### src/rtl/fwd_hazard_unit.sv
// rtl/fwd_hazard_unit.sv - EX operand forwarding with WB hold buffer and load-use stall control
module fwd_hazard_unit #(
    parameter int XLEN       = 32,
    parameter int RW         = 5,
    parameter int NSRC       = 2,
    parameter int LOAD_STALL = 1,
    parameter int HOLD_EN    = 1,
    parameter int CNT_W      = 16
) (
    input  logic                 clk,
    input  logic                 rst_n,
    input  logic                 id_valid,
    input  logic [NSRC*RW-1:0]   id_rs,
    input  logic [NSRC*RW-1:0]   ex_rs,
    input  logic [NSRC*XLEN-1:0] ex_rdata,
    input  logic [RW-1:0]        ex_rd,
    input  logic                 ex_regwrite,
    input  logic                 ex_memread,
    input  logic [RW-1:0]        mem_rd,
    input  logic                 mem_regwrite,
    input  logic [XLEN-1:0]      mem_result,
    input  logic [RW-1:0]        wb_rd,
    input  logic                 wb_regwrite,
    input  logic [XLEN-1:0]      wb_data,
    input  logic                 cnt_clr,
    output logic [NSRC*XLEN-1:0] fwd_out,
    output logic [NSRC*2-1:0]    fwd_sel,
    output logic                 stall,
    output logic                 bubble,
    output logic [CNT_W-1:0]     stall_cnt,
    output logic [CNT_W-1:0]     fwd_cnt
);

    if (NSRC < 1 || NSRC > 4) begin : g_bad_nsrc
        $error("fwd_hazard_unit: NSRC must be 1..4");
    end
    if (LOAD_STALL < 1 || LOAD_STALL > 3) begin : g_bad_load_stall
        $error("fwd_hazard_unit: LOAD_STALL must be 1..3");
    end
    if (HOLD_EN < 0 || HOLD_EN > 1) begin : g_bad_hold_en
        $error("fwd_hazard_unit: HOLD_EN must be 0 or 1");
    end
    if (XLEN < 1 || RW < 1 || CNT_W < 1) begin : g_bad_width
        $error("fwd_hazard_unit: XLEN, RW and CNT_W must be positive");
    end

    localparam logic       S_IDLE      = 1'b0;
    localparam logic       S_STALL     = 1'b1;
    localparam int         SCNT_INIT_I = (LOAD_STALL > 1) ? LOAD_STALL - 2 : 0;
    localparam logic [1:0] SCNT_INIT   = 2'(SCNT_INIT_I);
    localparam logic [CNT_W-1:0] CNT_MAX = '1;

    logic              hold_v_q, hold_v_d;
    logic [RW-1:0]     hold_rd_q, hold_rd_d;
    logic [XLEN-1:0]   hold_data_q, hold_data_d;
    logic              state_q, state_d;
    logic [1:0]        scnt_q, scnt_d;
    logic [CNT_W-1:0]  stall_cnt_q, stall_cnt_d;
    logic [CNT_W-1:0]  fwd_cnt_q, fwd_cnt_d;
    logic [NSRC-1:0]   fwd_any;
    logic [NSRC-1:0]   rs_hit;
    logic              load_use;
    logic              stall_int;

    for (genvar g = 0; g < NSRC; g++) begin : g_src
        logic [RW-1:0]   src;
        logic            mem_hit, wb_hit, hold_hit;
        logic [1:0]      sel;
        logic [XLEN-1:0] data;

        assign src      = ex_rs[g*RW +: RW];
        assign mem_hit  = mem_regwrite && (mem_rd != '0) && (mem_rd == src);
        assign wb_hit   = wb_regwrite && (wb_rd != '0) && (wb_rd == src);
        assign hold_hit = (HOLD_EN != 0) && hold_v_q && (hold_rd_q == src);

        // Youngest producer wins: MEM, then WB, then the value that just left WB.
        always_comb begin
            sel  = 2'b00;
            data = ex_rdata[g*XLEN +: XLEN];
            if (mem_hit) begin
                sel  = 2'b10;
                data = mem_result;
            end else if (wb_hit) begin
                sel  = 2'b01;
                data = wb_data;
            end else if (hold_hit) begin
                sel  = 2'b11;
                data = hold_data_q;
            end
        end

        assign fwd_sel[g*2 +: 2]       = sel;
        assign fwd_out[g*XLEN +: XLEN] = data;
        assign fwd_any[g]              = |sel;
        assign rs_hit[g]               = (id_rs[g*RW +: RW] == ex_rd);
    end

    assign load_use = id_valid && ex_memread && ex_regwrite && (ex_rd != '0) && (|rs_hit);

    always_comb begin
        hold_v_d    = (HOLD_EN != 0) && wb_regwrite && (wb_rd != '0);
        hold_rd_d   = hold_rd_q;
        hold_data_d = hold_data_q;
        if (wb_regwrite && (wb_rd != '0)) begin
            hold_rd_d   = wb_rd;
            hold_data_d = wb_data;
        end
    end

    // The detection cycle itself is the first stall cycle; STALL covers the rest.
    always_comb begin
        state_d   = state_q;
        scnt_d    = scnt_q;
        stall_int = 1'b0;
        case (state_q)
            S_IDLE: begin
                stall_int = load_use;
                if (load_use && (LOAD_STALL > 1)) begin
                    state_d = S_STALL;
                    scnt_d  = SCNT_INIT;
                end
            end
            S_STALL: begin
                stall_int = 1'b1;
                if (scnt_q == 2'd0) begin
                    state_d = S_IDLE;
                end else begin
                    scnt_d = scnt_q - 2'd1;
                end
            end
        endcase
    end

    always_comb begin
        stall_cnt_d = stall_cnt_q;
        fwd_cnt_d   = fwd_cnt_q;
        if (cnt_clr) begin
            stall_cnt_d = '0;
            fwd_cnt_d   = '0;
        end else begin
            if (stall_int && (stall_cnt_q != CNT_MAX)) stall_cnt_d = stall_cnt_q + CNT_W'(1);
            if ((|fwd_any) && (fwd_cnt_q != CNT_MAX)) fwd_cnt_d = fwd_cnt_q + CNT_W'(1);
        end
    end

    always_ff @(posedge clk or negedge rst_n) begin
        if (!rst_n) begin
            hold_v_q    <= 1'b0;
            hold_rd_q   <= '0;
            hold_data_q <= '0;
            state_q     <= S_IDLE;
            scnt_q      <= 2'd0;
            stall_cnt_q <= '0;
            fwd_cnt_q   <= '0;
        end else begin
            hold_v_q    <= hold_v_d;
            hold_rd_q   <= hold_rd_d;
            hold_data_q <= hold_data_d;
            state_q     <= state_d;
            scnt_q      <= scnt_d;
            stall_cnt_q <= stall_cnt_d;
            fwd_cnt_q   <= fwd_cnt_d;
        end
    end

    assign stall     = rst_n && stall_int;
    assign bubble    = rst_n && stall_int;
    assign stall_cnt = stall_cnt_q;
    assign fwd_cnt   = fwd_cnt_q;

endmodule

### config.mk
export PLATFORM = sky130hd
export DESIGN_NAME = fwd_hazard_unit
export DESIGN_NICKNAME = d
export VERILOG_FILES = /design/src/rtl/fwd_hazard_unit.sv
export SDC_FILE = /design/constraint.sdc
export NUM_CORES = 1
export LEC_CHECK = 0
export ABC_CLOCK_PERIOD_IN_PS = 2620
export CAP_MARGIN = 40
export CORE_MARGIN = 3
export CORE_UTILIZATION = 42
export DETAILED_ROUTE_END_ITERATION = 10
export GPL_ROUTABILITY_DRIVEN = 0
export PLACE_DENSITY = 0.94
export SYNTH_ARGS = -nofsm -noshare
export SYNTH_HDL_FRONTEND = slang
export SYNTH_SLANG_ARGS = --single-unit
export TNS_END_PERCENT = 30
### constraint.sdc
create_clock -name clk -period 2.62 [get_ports clk]
set_clock_uncertainty 0.15 [all_clocks]
set_input_delay 0.262 -clock clk [delete_from_list [all_inputs] [get_ports clk]]
set_output_delay 0.262 -clock clk [all_outputs]
set_load 0.02 [all_outputs]
Word-level counts from Yosys, hierarchy flattened. Cells that the tools add are included. W data, S select, Z words.

Add/sub/neg operators: 3. Eq/ne operators: 10. Mux-type cells: 19. Bitwise logic cells: 2. Reductions and logical operators: 24.

Operator list (number): $mux W32 (6); $mux W16 (4); $eq A5 B5 Y1 (8); $add A16 B1 Y16 const B (2); $ne A16 B16 Y1 const B (2); $logic_and A1 B1 Y1 (15); $reduce_bool A5 Y1 (3); $mux W2 (6); $reduce_bool A2 Y1 (2); $reduce_or A4 Y1 (1); $logic_not A2 Y1 (1); $mux W1 (2); $not A1 Y1 (2); $pmux W1 S2 (1); $reduce_and A2 Y1 (1); $reduce_or A2 Y1 (1); $sub A2 B1 Y2 const B (1).

Register bits: 73. Bits of input ports: 171. Output and inout bits: 102. Word-level logic and storage cells: 65.

Logic depth before layout (Yosys ltp).
Depth in word-level cells: 9. Gate-level depth with buffers: 10. Mapped depth without buffers: 8.

Least setup slack after synthesis. No wires, ideal clock.

Path kind: input port to output port. Start point: in wb_rd[0]. End point: out fwd_out[14]. Data arrival time: 2.026 ns. Required time: 2.208 ns. Setup slack: 0.182 ns. Stages on the path: 8. Path buffers: 2. Cells stage by stage: or4_4 -> o21ai_4 -> or4_1 -> buf_2 -> clkbuf_1 -> nor2_1 -> a211oi_1 -> a21o_1.

Cells in the longest elaborated chain, start to end: 5. Elaborated cells on any way between the ends: 6. Classes of those cells: eq/ne: 1; mux: 2; reduce/logical: 3.

Ends and longest elaborated chain: from (decl) (RTL line 22) `input logic [RW-1:0] wb_rd,`; $reduce_bool A5 Y1 (RTL line 73) `assign wb_hit = wb_regwrite && (wb_rd != '0) && (wb_rd == src);`; $logic_and A1 B1 Y1 (RTL line 73); $logic_and A1 B1 Y1 * (RTL line 73); $mux W32 * (RTL line 83) `end else if (wb_hit) begin`; $mux W32 * (RTL line 80) `if (mem_hit) begin`; to (decl) (RTL line 26) `output logic [NSRC*XLEN-1:0] fwd_out,`.

Every way passes the cells marked *; elsewhere a longest branch is shown, timed or not.

Worst setup path after layout.
Start point: reg hold_rd_q[4]. End point: out fwd_out[15].

Cells in the longest elaborated chain, start to end: 5.

Ends and longest elaborated chain: from (decl) (RTL line 54) `logic [RW-1:0] hold_rd_q, hold_rd_d;`; from (signal assigned) (RTL line 157) `hold_rd_q <= hold_rd_d;`; $eq A5 B5 Y1 (RTL line 74) `assign hold_hit = (HOLD_EN != 0) && hold_v_q && (hold_rd_q == src);`; $logic_and A1 B1 Y1 (RTL line 74); $mux W32 (RTL line 86) `end else if (hold_hit) begin`; $mux W32 (RTL line 83); $mux W32 (RTL line 80).

No other way between the ends.

==> run_summary.xml <==
<?xml version="1.0" encoding="UTF-8"?>
<metrics>
  <group name="cts">
    <metric name="clk-insertion-delay-late" unit="ns">0.33</metric>
    <metric name="clockBufferDepth" unit="">2</metric>
    <metric name="clockRootBuffer" unit="">sky130_fd_sc_hd__clkbuf_16</metric>
    <metric name="cts.clk_slew.worst_paths" unit="ns">0.06</metric>
    <metric name="cts_tree" unit="">done</metric>
    <metric name="maximum_level_of_the_cts_h_tree" unit="">3</metric>
    <metric name="cts_made_buffers" unit="">9</metric>
    <metric name="clock_sinks" unit="">73</metric>
  </group>
  <group name="global_route">
    <metric name="grt_pass1_vias" unit="">7371</metric>
    <metric name="grt_max_degree" unit="">44</metric>
    <metric name="grt_first_pass_wirelength" unit="µm">38300</metric>
    <metric name="grt_antenna_before_repair" unit="">3</metric>
    <metric name="overflow" unit="">0</metric>
    <metric name="global_route.usage.total" unit="%">32.2</metric>
  </group>
  <group name="sta">
    <metric name="timing.final.crit_share" unit="%">111</metric>
    <metric name="hold_viol_final" unit="">0</metric>
    <metric name="fmax" unit="GHz">0.345</metric>
    <metric name="timing_max_transition_violations_final" unit="">0</metric>
    <metric name="tightest_slew" unit="ns">0.543</metric>
    <metric name="timing.final.setup_violations" unit="">66</metric>
    <metric name="timing.max_slew.rel_slack" unit="%">63.8</metric>
    <metric name="finalWorstPathRequiredPeriod" unit="ns">2.90</metric>
    <metric name="fin_ws" unit="ns">-0.280</metric>
    <metric name="rsz0062_at_grt" unit="">yes</metric>
  </group>
  <group name="placed_design">
    <metric name="dpl.hpwl" unit="µm">16300</metric>
    <metric name="portBuffers" unit="">272</metric>
    <metric name="dpl_cell_area" unit="µm²">9050</metric>
    <metric name="placed_cells" unit="">1169</metric>
  </group>
  <group name="worst_hold_path">
    <metric name="hp-start" unit="">wb_rd[4]</metric>
    <metric name="timing.hold.worst_endpoint" unit="">hold_rd_q[4]$_DFFE_PN0P_</metric>
    <metric name="tightest_hold_check_type" unit="">in2reg</metric>
    <metric name="number_of_stages_on_the_worst_hold_path" unit="">3</metric>
  </group>
  <group name="floorplan">
    <metric name="initial_cell_density_of_the_core" unit="%">43.4</metric>
    <metric name="die_area" unit="µm²">15200</metric>
    <metric name="row_count" unit="">42</metric>
    <metric name="floorplan.die.height" unit="µm">123</metric>
    <metric name="fp.coreArea" unit="µm²">13300</metric>
    <metric name="floorplan.io_pins" unit="">273</metric>
    <metric name="floorplan.die.width" unit="µm">123</metric>
  </group>
  <group name="routing">
    <metric name="detailedRoute.firstIterationViolations" unit="">676</metric>
    <metric name="overall_routed_net_length" unit="µm">26600</metric>
    <metric name="num_vias" unit="">7291</metric>
    <metric name="detail_route.drc_violations" unit="">0</metric>
    <metric name="detail_route.vias_per_cell" unit="">5.94</metric>
    <metric name="pre_antenna_drt_iters" unit="">6</metric>
    <metric name="final_antenna_net_count" unit="">0</metric>
    <metric name="route.detailed.wl_per_inst" unit="µm">21.7</metric>
  </group>
  <group name="critical_path">
    <metric name="critical_path.reg2reg.startpoint" unit="">hold_rd_q[0]$_DFFE_PN0P_</metric>
    <metric name="criticalPathCategory" unit="">reg2out</metric>
    <metric name="worst-r2r-setup-slack" unit="ns">-0.13</metric>
    <metric name="crit_slowest_cell" unit="">sky130_fd_sc_hd__dfrtp_1</metric>
    <metric name="r2r.worst_path.cells" unit="">11</metric>
    <metric name="critPathLaunchType" unit="">flip-flop</metric>
    <metric name="cpLargestDelayFamily" unit="">simple AND/OR/NAND/NOR gates</metric>
    <metric name="worst_path_most_repeated_cell" unit="">sky130_fd_sc_hd__buf_12</metric>
    <metric name="critPathArrivalTime" unit="ns">2.49</metric>
    <metric name="req_time_crit_path" unit="ns">2.21</metric>
    <metric name="timing.critical_path.buf_inv" unit="">3</metric>
    <metric name="slowest_delay" unit="ns">0.41</metric>
    <metric name="timing.rr.end" unit="">fwd_cnt[9]$_DFFE_PN0P_</metric>
    <metric name="cp_max_fo" unit="">7</metric>
    <metric name="worstSetupEndpointType" unit="">primary output</metric>
    <metric name="crit_path_cell_trace" unit="">xor2_1, nor4_1, and3_4, buf_12, buf_12, mux2i_2, a211oi_2, a21o_1, buf_6</metric>
  </group>
  <group name="yosys">
    <metric name="ys_seq_area_share" unit="%">31.5</metric>
    <metric name="synth_largest_area_cell" unit="">sky130_fd_sc_hd__dfrtp_1</metric>
    <metric name="synth_instances" unit="">721</metric>
    <metric name="postSynth.topFlopCell" unit="">sky130_fd_sc_hd__dfrtp_1</metric>
    <metric name="netlist.area_leader.share" unit="%">31.5</metric>
    <metric name="syn-cell-area" unit="µm²">5790</metric>
    <metric name="proportion_of_register_bits_with_asynchronous_set_or_reset_after_synthesis" unit="%">100</metric>
    <metric name="yosysWarnings" unit="">0</metric>
    <metric name="synth_fp_nets" unit="">895</metric>
    <metric name="synth_edf_count" unit="">0</metric>
    <metric name="synthTopCellsByArea" unit="">sky130_fd_sc_hd__dfrtp_1 (32%), sky130_fd_sc_hd__mux2i_1 (12%), sky130_fd_sc_hd__a21o_1 (8.6%)</metric>
    <metric name="average_instance_area_after_synthesis" unit="µm²">8.03</metric>
    <metric name="netlist-cell-type-count" unit="">41</metric>
    <metric name="yosys_register_bits" unit="">73</metric>
  </group>
  <group name="layout">
    <metric name="final_cells" unit="">1227</metric>
    <metric name="drive_above_1_share" unit="%">27.6</metric>
    <metric name="synthToLayoutAreaGrowth" unit="%">83.1</metric>
    <metric name="final.fill_count" unit="">811</metric>
    <metric name="sequential_cell_area" unit="µm²">1830</metric>
    <metric name="final_nets" unit="">1217</metric>
    <metric name="final_design_area_no_fill" unit="µm²">10600</metric>
    <metric name="multiInputGateArea" unit="µm²">4370</metric>
  </group>
  <group name="power">
    <metric name="ratio_of_total_power_to_cell_area" unit="nW/µm²">361</metric>
    <metric name="p_leak" unit="nW">4.73</metric>
    <metric name="internal_power" unit="W">0.00266</metric>
    <metric name="share_comb_of_total_power" unit="%">34.4</metric>
    <metric name="power_frac_clock" unit="%">32.6</metric>
    <metric name="power.ir.vdd_worst" unit="mV">0.258</metric>
    <metric name="sw_frac_of_total" unit="%">30.5</metric>
    <metric name="net_switching_power_of_the_design" unit="W">0.00117</metric>
    <metric name="seq_power_share" unit="%">33.0</metric>
  </group>
  <group name="run">
    <metric name="drv_cap" unit="">0</metric>
  </group>
  <group name="status">
    <metric name="outcome" unit="">complete, but fails checks</metric>
    <metric name="failed_checks" unit="">negative setup slack</metric>
  </group>
</metrics>
[timing repair]
| item | in CTS | in global routing |
|---|---|---|
| hold buffers | 1 | 0 |
| gates cloned | 12 | 1 |
| buffers inserted | 25 | 2 |
| setup endpoints to repair | 84 | 85 |
| hold endpoints to repair | 32 | 0 |
| pin swaps | 57 | 35 |
| gates resized for setup | 451 | 90 |
[sequential cells by signal (all words and copies together) (netlist names)]
name         cells
state_q          1
hold_v_q         1
stall_cnt       16
scnt_q           2
fwd_cnt         16
hold_data_q     32
hold_rd_q        5
[stage by stage]
step	total power, W	hold slack [ns]	util (%)	setup WS (ns)	TNS, ns
6_report	0.00382	0.0717	79.4	-0.280	-12.61
5_1_grt	0.00396	0.109	79.4	-0.351	-17.04
4_1_cts	0.00372	0.199	76.6	-0.258	-12.63
3_5_place_dp	0.00238	0.213	67.8	-0.916	-65.99
3_3_place_gp	0.00235	0.210	67.8	-0.878	-63.01
2_1_floorplan	0.00173	-0.184	-	0.182	0
[worst max-delay path by stage]
stage	depth (start not counted)	start	end
after global placement	9	ex_rs[4]	fwd_out[2]
final	9	hold_rd_q[4]$_DFFE_PN0P_	fwd_out[15]
after floorplan	8	wb_rd[0]	fwd_out[14]
after CTS	10	hold_rd_q[1]$_DFFE_PN0P_	fwd_out[7]
after global routing	9	hold_rd_q[4]$_DFFE_PN0P_	fwd_out[7]
after detailed placement	8	wb_rd[4]	fwd_out[33]
[final cells by class]
cell class | count | share of cell area, %
tap | 176 | 2.08
timing repair buffer | 363 | 36.5
clock buffer | 11 | 2.29
sequential | 73 | 17.2
inverter | 5 | 0.177
antenna | 3 | 0.0708
clock inverter | 5 | 0.519
multi-input combinational | 591 | 41.2
[routing by layer]
layer  vias up  global-route usage, %  share of wire, %
li1       3206                      -                 -
met1      3434                   36.6                35
met2       506                   56.1                49
met3       145                   7.55                10
met4         0                   16.8               6.2
met5         -                      0                 0
[cells in the mapped netlist, types with 2 or more instances]
library cell,n
sky130_fd_sc_hd__inv_1,5
sky130_fd_sc_hd__xor2_1,18
sky130_fd_sc_hd__or3_1,16
sky130_fd_sc_hd__a21o_1,66
sky130_fd_sc_hd__nand2_1,126
sky130_fd_sc_hd__dfrtp_1,73
sky130_fd_sc_hd__nor4_1,5
sky130_fd_sc_hd__buf_1,6
sky130_fd_sc_hd__buf_2,10
sky130_fd_sc_hd__and4_1,3
sky130_fd_sc_hd__nor3b_1,5
sky130_fd_sc_hd__ha_1,3
sky130_fd_sc_hd__nor2_1,86
sky130_fd_sc_hd__nor4_2,2
sky130_fd_sc_hd__a211oi_1,64
sky130_fd_sc_hd__nand3_1,18
sky130_fd_sc_hd__mux2i_1,67
sky130_fd_sc_hd__xnor2_1,34
sky130_fd_sc_hd__and2_1,3
sky130_fd_sc_hd__a21oi_1,21
sky130_fd_sc_hd__clkbuf_1,33
sky130_fd_sc_hd__o31ai_1,2
sky130_fd_sc_hd__o21ai_0,8
sky130_fd_sc_hd__nor3_1,6
sky130_fd_sc_hd__or4_1,5
sky130_fd_sc_hd__and3_1,5
sky130_fd_sc_hd__nand4_1,7
sky130_fd_sc_hd__nand2b_1,3
sky130_fd_sc_hd__o21ai_1,9
[power groups by stage]
stage	clock, W	sequential [W]	combinational (W)
floorplan	0	0.00125	0.000486
global placement	0	0.00125	0.00110
detailed placement	0	0.00126	0.00112
CTS	0.00126	0.00124	0.00121
global route	0.00130	0.00126	0.00139
finish	0.00125	0.00126	0.00132
[cells in the final DEF, fill, tap and decap left out, drive strengths merged, types with 13 or more instances in the layout]
cell           Yosys  layout
xor2              18      18
clkbuf            33      15
nor2              86      86
a21o              66      66
dfrtp             73      73
nand2            126     126
o21ai             18      18
or3               16      16
mux2i             67      67
a21oi             21      21
clkdlybuf4s50      0     184
a211oi            64      64
buf               19     157
dlygate4sd2        0      13
nand3             18      18
xnor2             34      34
[logic make-up (layout without fill, tap and decap cells)]
group           Yosys count  in the layout  share of synthesized area (%)
mux                      67             67                           11.6
flops                    73             73                           31.5
compound gates          176            176                           21.4
simple gates            293            293                           22.7
buf+inv                  57            384                           4.30
xor+xnor                 52             52                           7.87
fa+ha+maj                 3              3                          0.648
other cells               0              3                              0
[worst min-delay path: stages]
cell and delay, ns:
sky130_fd_sc_hd__clkbuf_2 0.13, sky130_fd_sc_hd__nand2_1 0.07, sky130_fd_sc_hd__nand2_1 0.04
Power figures use the tool's default switching activity.
